===== config.mk =====
export PLATFORM = sky130hd
export DESIGN_NAME = uart_tx_block_flat
export DESIGN_NICKNAME = d
export VERILOG_FILES = /design/src/rtl/uart_tx_block_if.sv /design/src/rtl/uart_tx_block.sv /design/src/flat_wrapper.sv
export SDC_FILE = /design/constraint.sdc
export NUM_CORES = 1
export LEC_CHECK = 0
export BUFFER_PORTS_ARGS = -buffer_cell sky130_fd_sc_hd__buf_2
export CORE_MARGIN = 2
export CORE_UTILIZATION = 28
export CTS_CLUSTER_SIZE = 12
export DETAILED_ROUTE_END_ITERATION = 16
export GPL_ROUTABILITY_DRIVEN = 0
export PLACE_DENSITY = 0.41
export SLEW_MARGIN = 5
export SYNTH_ARGS = -nofsm -noshare
export SYNTH_HDL_FRONTEND = slang
export SYNTH_SLANG_ARGS = --single-unit

===== constraint.sdc =====
create_clock -name clk -period 2.3 [get_ports clk]
set_clock_uncertainty 0.2 [all_clocks]
set_input_delay 0.115 -clock clk [delete_from_list [all_inputs] [get_ports clk]]
set_output_delay 0.115 -clock clk [all_outputs]
set_load 0.02 [all_outputs]

===== src/rtl/uart_tx_block_if.sv =====
// Byte-source side of the UART transmitter.
//   tx_data  : byte to send, sampled on the edge that accepts the request
//   tx_start : request level, honoured only while the transmitter is idle
//   tx_busy  : high while a frame is on the line
//   tx_done  : one-cycle pulse when a frame completes
// master = byte source (host/bus side), slave = transmitter.
interface uart_tx_block_if;
    logic [7:0] tx_data;
    logic       tx_start;
    logic       tx_busy;
    logic       tx_done;

    modport master (
        output tx_data,
        output tx_start,
        input  tx_busy,
        input  tx_done
    );

    modport slave (
        input  tx_data,
        input  tx_start,
        output tx_busy,
        output tx_done
    );
endinterface


===== src/rtl/uart_tx_block.sv =====
// UART transmitter: one frame = start bit (0), 8 data bits LSB first, stop bit (1),
// each bit held for CLKS_PER_BIT clocks. All outputs are registered.
// Ports:
//   clk        : system clock, rising edge
//   n_rst      : asynchronous active-low reset
//   bus        : byte-source handshake (tx_data, tx_start in; tx_busy, tx_done out)
//   serial_out : serial line, idles high
module uart_tx_block #(
    parameter int unsigned CLKS_PER_BIT = 10
) (
    input  logic            clk,
    input  logic            n_rst,
    uart_tx_block_if.slave  bus,
    output logic            serial_out
);

    localparam int unsigned TIMER_W    = (CLKS_PER_BIT > 1) ? $clog2(CLKS_PER_BIT) : 1;
    localparam logic [TIMER_W-1:0] TIMER_LAST = TIMER_W'(CLKS_PER_BIT - 1);
    localparam int unsigned BIT_W      = 3;

    localparam logic [1:0] ST_IDLE  = 2'd0;
    localparam logic [1:0] ST_START = 2'd1;
    localparam logic [1:0] ST_DATA  = 2'd2;
    localparam logic [1:0] ST_STOP  = 2'd3;

    logic [1:0]         state_q,  state_d;
    logic [TIMER_W-1:0] timer_q,  timer_d;
    logic [BIT_W-1:0]   bit_q,    bit_d;
    logic [7:0]         shift_q,  shift_d;
    logic               serial_q, serial_d;
    logic               busy_q,   busy_d;
    logic               done_q,   done_d;

    logic               bit_end;
    logic [TIMER_W-1:0] timer_adv;

    // Bit-period timer: terminal count ends the current bit and wraps to zero
    assign bit_end   = (timer_q == TIMER_LAST);
    assign timer_adv = bit_end ? '0 : TIMER_W'(timer_q + TIMER_W'(1));

    // State and output registers
    always_ff @(posedge clk or negedge n_rst) begin
        if (!n_rst) begin
            state_q  <= ST_IDLE;
            timer_q  <= '0;
            bit_q    <= '0;
            shift_q  <= '0;
            serial_q <= 1'b1;
            busy_q   <= 1'b0;
            done_q   <= 1'b0;
        end else begin
            state_q  <= state_d;
            timer_q  <= timer_d;
            bit_q    <= bit_d;
            shift_q  <= shift_d;
            serial_q <= serial_d;
            busy_q   <= busy_d;
            done_q   <= done_d;
        end
    end

    // Next-state and next-output logic; outputs are computed one cycle ahead
    // so the line changes exactly on the bit boundary edge
    always_comb begin
        state_d  = state_q;
        timer_d  = timer_q;
        bit_d    = bit_q;
        shift_d  = shift_q;
        serial_d = serial_q;
        busy_d   = busy_q;
        done_d   = 1'b0;

        case (state_q)
            ST_IDLE: begin
                serial_d = 1'b1;
                busy_d   = 1'b0;
                if (bus.tx_start) begin
                    shift_d  = bus.tx_data;
                    timer_d  = '0;
                    bit_d    = '0;
                    state_d  = ST_START;
                    serial_d = 1'b0;
                    busy_d   = 1'b1;
                end
            end

            ST_START: begin
                timer_d = timer_adv;
                if (bit_end) begin
                    state_d  = ST_DATA;
                    bit_d    = '0;
                    serial_d = shift_q[0];
                end
            end

            ST_DATA: begin
                timer_d = timer_adv;
                if (bit_end) begin
                    if (bit_q == BIT_W'(7)) begin
                        state_d  = ST_STOP;
                        serial_d = 1'b1;
                    end else begin
                        // Present the next bit now; shifting keeps it at the LSB
                        shift_d  = {1'b0, shift_q[7:1]};
                        bit_d    = BIT_W'(bit_q + BIT_W'(1));
                        serial_d = shift_q[1];
                    end
                end
            end

            ST_STOP: begin
                timer_d = timer_adv;
                if (bit_end) begin
                    state_d  = ST_IDLE;
                    serial_d = 1'b1;
                    busy_d   = 1'b0;
                    done_d   = 1'b1;
                end
            end

            default: begin
                state_d  = ST_IDLE;
                timer_d  = '0;
                bit_d    = '0;
                serial_d = 1'b1;
                busy_d   = 1'b0;
            end
        endcase
    end

    assign serial_out  = serial_q;
    assign bus.tx_busy = busy_q;
    assign bus.tx_done = done_q;

endmodule


===== src/flat_wrapper.sv =====
// flat-port wrapper written by rule: the top's interface ports become plain ports
module uart_tx_block_flat 
#(
    parameter int unsigned CLKS_PER_BIT = 10
)
  (clk, n_rst, serial_out, bus_tx_data, bus_tx_start, bus_tx_busy, bus_tx_done);
  uart_tx_block_if bus_i ();
  input  logic clk;
  input  logic n_rst;
  output logic serial_out;
  input wire logic [$bits(bus_i.tx_data)-1:0] bus_tx_data;
  input wire logic [$bits(bus_i.tx_start)-1:0] bus_tx_start;
  output wire logic [$bits(bus_i.tx_busy)-1:0] bus_tx_busy;
  output wire logic [$bits(bus_i.tx_done)-1:0] bus_tx_done;
  assign bus_i.tx_data = bus_tx_data;
  assign bus_i.tx_start = bus_tx_start;
  assign bus_tx_busy = bus_i.tx_busy;
  assign bus_tx_done = bus_i.tx_done;
  uart_tx_block #(.CLKS_PER_BIT(CLKS_PER_BIT)) u_core (.clk(clk), .n_rst(n_rst), .bus(bus_i), .serial_out(serial_out));
endmodule

==> reports/summary.txt, run 1 <==
status = completed
area share of the largest cell type after synthesis = 0.3882
Ys Warns = 0
Post-DP HPWL = 1.960 mm
CTS tree = done
critical path capture point type = flop
main combinational cell family by area after synthesis = compound AO/OA/AOI/OAI gates
min Tclk post-route = 2142 ps
period utilization = 0.9312
fin util = 0.3459
CP Max Fanout = 7
routed wire length = 2.830 mm
Die Y = 70.14 um
nets@finish = 167
slew of the pin with the lowest slew margin = 496.1 ps
Async SR Flop Fraction = 1.000
data arrival time of the worst path = 2090 ps
Slew HR = 0.6693
hold_ws = 23.65 ps
first-pass GRT wire length = 4.726 mm
First-pass DRT Iterations = 4
maximum VDD drop = 448.9 uV
fmax = 0.4669 GHz
post-synthesis mux area share = 0.03677
final setup fails = 0
NetSw = 0.7840 mW
Core Box Area = 4294 um^2
PwrDens = 1295 nW/um^2
RSZ-0062 raised after global routing = no
setup_tns = 0 ps
mean post-synth cell area = 9.959 um^2
Clk pwr share = 0.142
ant diodes = 0
hold crit path type = primary input to flop
vias in the first global route = 1006
Flop pwr share = 0.320
die area = 4920 um^2
combinational power share = 0.537
final number of hold-violating endpoints = 0
# clock sinks = 20
Synth Area in Adders = 0.08172
initial core utilization = 0.2853
Critical Setup Path Class = flop to flop
Switching Fraction = 0.4078
I/O Pins = 14
P_int = 1.139 mW
largest net degree at the start of global routing = 21
post-synthesis simple-gate area fraction = 0.1461
Root Driver = clkbuf_8
share of cells above drive strength 1 = 0.1905
LEAKAGE = 0.6836 nW
required time worst endpoint = 2250 ps
num rows = 24
Cells after Synth = 123
antenna violations before repair = 0
Synth Area in XOR/XNOR = 0
wire per inst = 14.22 um
Synth cell types = 41
Post-CTS Setup Bufs = 0
vias after detailed routing = 1000
drt first-iter violations = 42
max-slew violations = 0
Area growth syn-to-layout = 21.25%
syn_nets = 142
FF-to-FF setup slack = 160 ps
Clock Path Buffers = 2
Commonest cells post-synth = dfrtp_1 (19), inv_1 (16), nor2_1 (11)
EDFF count, synth = 0
Mapped Area = 1225 um^2
die width = 70.14 um
vias per inst = 5.025
Synth area leader = dfrtp_1
Filler cells = 451
clk_lat worst skew = 260 ps
most common cell in the netlist = dfrtp_1
sequential cell area fraction in the yosys report = 0.4096
CTS H-tree depth = 1
# DRC = 0
Synth Area in Compound Gates = 0.2482
CTS hold repair buffers = 8
Synth Register Bits = 20
grt ovf = 0
Max Cap Viol = 0
post-CTS sizing = 0
top post-synthesis cells by area = dfrtp_1 (39%), ha_1 (8.2%), a221oi_1 (5.0%)
Clock Pin Slew Worst Setup and Hold Paths = 80 ps
dpl cell area = 1350 um^2
placed cells = 187
post-route ant nets = 0
design area = 1485 um^2
fin cells = 199
Buffers on Ports = 13
clock buffer count from CTS = 3
GRT Overall Usage = 0.1198
Critical Path Start Type = flop
commonest register cell after synthesis = dfrtp_1
-- placed cells by master, fill, tap and decap left out, types with 2 or more instances in the layout --
cell type	synthesis	routed
and2_1	2	2
buf_4	0	4
a211oi_1	2	2
nand2_1	4	4
o21ai_0	3	3
buf_2	1	13
mux2i_1	3	3
dlygate4sd3_1	0	8
clkbuf_8	0	4
nor2_1	11	11
nand3_1	3	3
o211ai_1	3	3
inv_1	16	16
o22ai_1	7	7
ha_1	8	8
a221oi_1	7	7
dfrtp_1	19	19
a21oi_1	3	3
a21o_1	2	2
nor2b_1	2	2
nand2b_1	2	2
-- per-layer routing --
layer  GRT usage  routed length [um]  up-vias  share of wire
li1            -                   -      505              -
met2      0.1947                1353       13           0.48
met1      0.1599                1367      480           0.48
met5           0                   0        -              0
met3     0.02453                  83        2          0.029
met4     0.03846                  25        0         0.0088
-- flip-flops by register name, summed over array words and instances (netlist names) --
name                cells
u_core.bit_q            3
u_core.bus.tx_busy      1
u_core.bus.tx_done      1
u_core.serial_out       1
u_core.shift_q          8
u_core.state_q          2
u_core.timer_q          4
-- layout make-up --
cell class	count	area, um^2	area share
tap	52	65.06	0.04381
sequential	20	501.7	0.3378
clock buffer	4	55.05	0.03707
inverter	16	60.06	0.04044
timing repair buffer	25	175.2	0.1179
multi-input combinational	82	628.1	0.4229
-- worst max-delay path, cell delays in order, from the launching register on --
cell       delay (ps)
dfrtp_1           410
ha_1              210
ha_1              200
nand4bb_1         320
or2_2             370
a221o_1           320
-- stage by stage --
| stage | total power [mW] | setup WS, ps |
|---|---|---|
| 2_1_floorplan | 1.430 | 234.9 |
| 3_3_place_gp | 1.644 | 251.2 |
| 3_5_place_dp | 1.653 | 138.3 |
| 4_1_cts | 1.951 | 137.2 |
| 5_1_grt | 2.093 | 25.90 |
| 6_report | 1.923 | 158.2 |
-- power groups by stage --
stage / Clock, mW / Combinational (mW) / Sequential (mW)
floorplan: 0 / 0.811 / 0.619
global placement: 0 / 1.02 / 0.620
detailed placement: 0 / 1.03 / 0.622
CTS: 0.289 / 1.05 / 0.617
global route: 0.300 / 1.15 / 0.646
finish: 0.273 / 1.03 / 0.616
-- cells by family after synthesis --
kind of cell	Yosys count
multiplexers	4
AO/OA/AOI/OAI	38
buffers and inverters	21
AND/OR/NAND/NOR	32
adder cells (fa/ha/maj)	8
flip-flops	20
-- path summary, 6_finish.rpt --
check,from,to,cells after the start
max in group asynchronous,n_rst,u_core.serial_out,2
worst max register to register,u_core.bit_q[0],u_core.bit_q[2],5
worst max-delay path,u_core.bit_q[0],u_core.bit_q[2],5
worst min register to register,u_core.serial_out,u_core.serial_out,1
worst min-delay path,bus_tx_data[6],u_core.shift_q[6],3
min in group asynchronous,n_rst,u_core.bit_q[2],2
No activity file was read; power rests on OpenSTA's default activity.
==> run 2, diff against run 1 <==
Settings changed: GPL_TIMING_DRIVEN set to 0.
==> run 2 against run 1 <==
  * Worst setup slack worse by 36 ps
  * Count of clock-buffer cells in the layout unchanged
  * Die area unchanged
  * Cell area up 0.93%
  * Utilization up 0.32 points
  * Clock power about the same
  * Largest cell class unchanged
  * Largest power group unchanged
==> reports/summary.txt, run 2 (synthesis gave the netlist of run 1 again) <==
Critical Setup Path Class = flop to flop (unchanged)
Root Driver = clkbuf_8 (unchanged)
max-slew violations = 0 (unchanged)
top flop regs = u_core.shift_q (8), u_core.timer_q (4), u_core.bit_q (3) (unchanged)
PwrDens = 1305 nW/um^2 (was 1295 nW/um^2)
antenna violations before repair = 0 (unchanged)
hold crit path type = primary input to flop (unchanged)
wire per inst = 14.12 um (was 14.22 um)
first-pass GRT wire length = 4.974 mm (was 4.726 mm)
worst r2r path cells = 5 (unchanged)
Core Box Area = 4294 um^2 (unchanged)
CTS H-tree depth = 1 (unchanged)
clock buffer count from CTS = 3 (unchanged)
vias in the first global route = 1016 (was 1006)
post-route ant nets = 0 (unchanged)
RSZ-0062 raised after global routing = no (unchanged)
vias per inst = 5.205 (was 5.025)
required time worst endpoint = 2250 ps (about the same)
Post-DP HPWL = 2.015 mm (was 1.960 mm)
slew of the pin with the lowest slew margin = 506.2 ps (was 496.1 ps)
largest net degree at the start of global routing = 21 (unchanged)
CP Max Fanout = 7 (unchanged)
Buffers on Ports = 13 (unchanged)
Critical Path Start Type = flop (unchanged)
Reg-to-Reg End = u_core.bit_q[2] (unchanged)
FF-to-FF setup slack = 120 ps (was 160 ps)
Most flops, register = u_core.shift_q (unchanged)
most frequent cells in the layout = dfrtp_1 (19), inv_1 (16), buf_2 (14) (was dfrtp_1 (19), inv_1 (16), buf_2 (13))
ant diodes = 0 (unchanged)
Area growth syn-to-layout = 22.37% (was 21.25%)
Filler cells = 432 (was 451)
period utilization = 0.9469 (was 0.9312)
Clock Path Buffers = 2 (unchanged)
die width = 70.14 um (unchanged)
routed wire length = 2.823 mm (was 2.830 mm)
Max Cap Viol = 0 (unchanged)
die area = 4920 um^2 (unchanged)
Die Y = 70.14 um (unchanged)
maximum VDD drop = 461.0 uV (was 448.9 uV)
min Tclk post-route = 2178 ps (was 2142 ps)
GRT Overall Usage = 0.1260 (was 0.1198)
critical path capture point type = flop (unchanged)
LEAKAGE = 0.6817 nW (was 0.6836 nW)
# DRC = 0 (unchanged)
setup_tns = 0 ps (unchanged)
CTS tree = done (unchanged)
commonest non-fill, non-tap cell in the layout = dfrtp_1 (unchanged)
grt ovf = 0 (unchanged)
Slew HR = 0.6626 (was 0.6693)
hold path depth = 3 (unchanged)
initial core utilization = 0.2853 (unchanged)
hold endpoint = u_core.shift_q[6] (unchanged)
clk_lat worst skew = 260 ps (about the same)
# clock sinks = 20 (unchanged)
vias after detailed routing = 1041 (was 1000)
First-pass DRT Iterations = 4 (unchanged)
final number of hold-violating endpoints = 0 (unchanged)
Total Power = 1.956 mW (was 1.923 mW)
share of cells above drive strength 1 = 0.2027 (was 0.1905)
nets@finish = 168 (was 167)
fmax = 0.4592 GHz (was 0.4669 GHz)
num rows = 24 (unchanged)
max reg flops = 8 (unchanged)
data arrival time of the worst path = 2130 ps (was 2090 ps)
drt first-iter violations = 49 (was 42)
Hold Crit Start = bus_tx_data[6] (unchanged)
Post-CTS Setup Bufs = 0 (unchanged)
I/O Pins = 14 (unchanged)
status = completed (unchanged)
final setup fails = 0 (unchanged)
Clock Pin Slew Worst Setup and Hold Paths = 70 ps (was 80 ps)
worst reg2reg startpoint = u_core.bit_q[0] (unchanged)
## run 2: cell type report
type,instances,area (um^2),area share
well taps,52,65.06,0.04341
repair buffers,21,145.1,0.09683
plain buffers,5,35.03,0.02337
flip-flops and latches,20,501.7,0.3347
inverters,16,60.06,0.04007
clock buffers,4,55.05,0.03673
multi-input cells,82,636.9,0.4249
## run 2: power by group
part	internal [mW]	total, mW	switching (mW)
Clock	0.153	0.274	0.121
Combinational	0.496	1.06	0.566
Sequential	0.500	0.620	0.120
Total	1.15	1.96	0.807
## run 2: critical path, stage by stage (launching register included)
cell and delay (ps):
dfrtp_1 400, ha_1 200, ha_1 240, nand4bb_2 350, or2_2 360, a221o_1 320
## run 2: what timing repair did
item / in CTS / in global routing
hold buffers: 8 / 0
hold endpoints to repair: 27 / 0
setup endpoints to repair: 1 / 9
resized for setup: 1 / 2
## run 2: how the worst max path moves through the flow
stage	from	cells past startpoint	to
after CTS	u_core.bit_q[0]	5	u_core.bit_q[2]
after detailed placement	u_core.bit_q[0]	5	u_core.shift_q[6]
after global routing	u_core.bit_q[0]	5	u_core.shift_q[3]
after floorplan	u_core.state_q[0]	6	u_core.state_q[1]
final	u_core.bit_q[0]	5	u_core.bit_q[2]
after global placement	u_core.bit_q[0]	5	u_core.shift_q[6]
## run 2: layer usage
layer  up-vias  GRT usage  wire length (um)
met1       514     0.1710              1397
met2        18     0.2063              1303
li1        504          -                 -
met3         5    0.02020                81
met5         -          0                 0
met4         0    0.03846                40
## run 2: per-stage QoR
step	setup slack (ps)	cells	instance area [um^2]	hold WS [ps]	util
2_1_floorplan	234.9	123	1225	-380.6	-
3_3_place_gp	-14.30	188	1355	-94.16	0.3156
3_5_place_dp	-44.93	188	1355	-86.77	0.3156
4_1_cts	53.04	200	1493	59.99	0.3476
5_1_grt	12.27	200	1499	81.72	0.3491
6_report	122.1	200	1499	42.39	0.3491
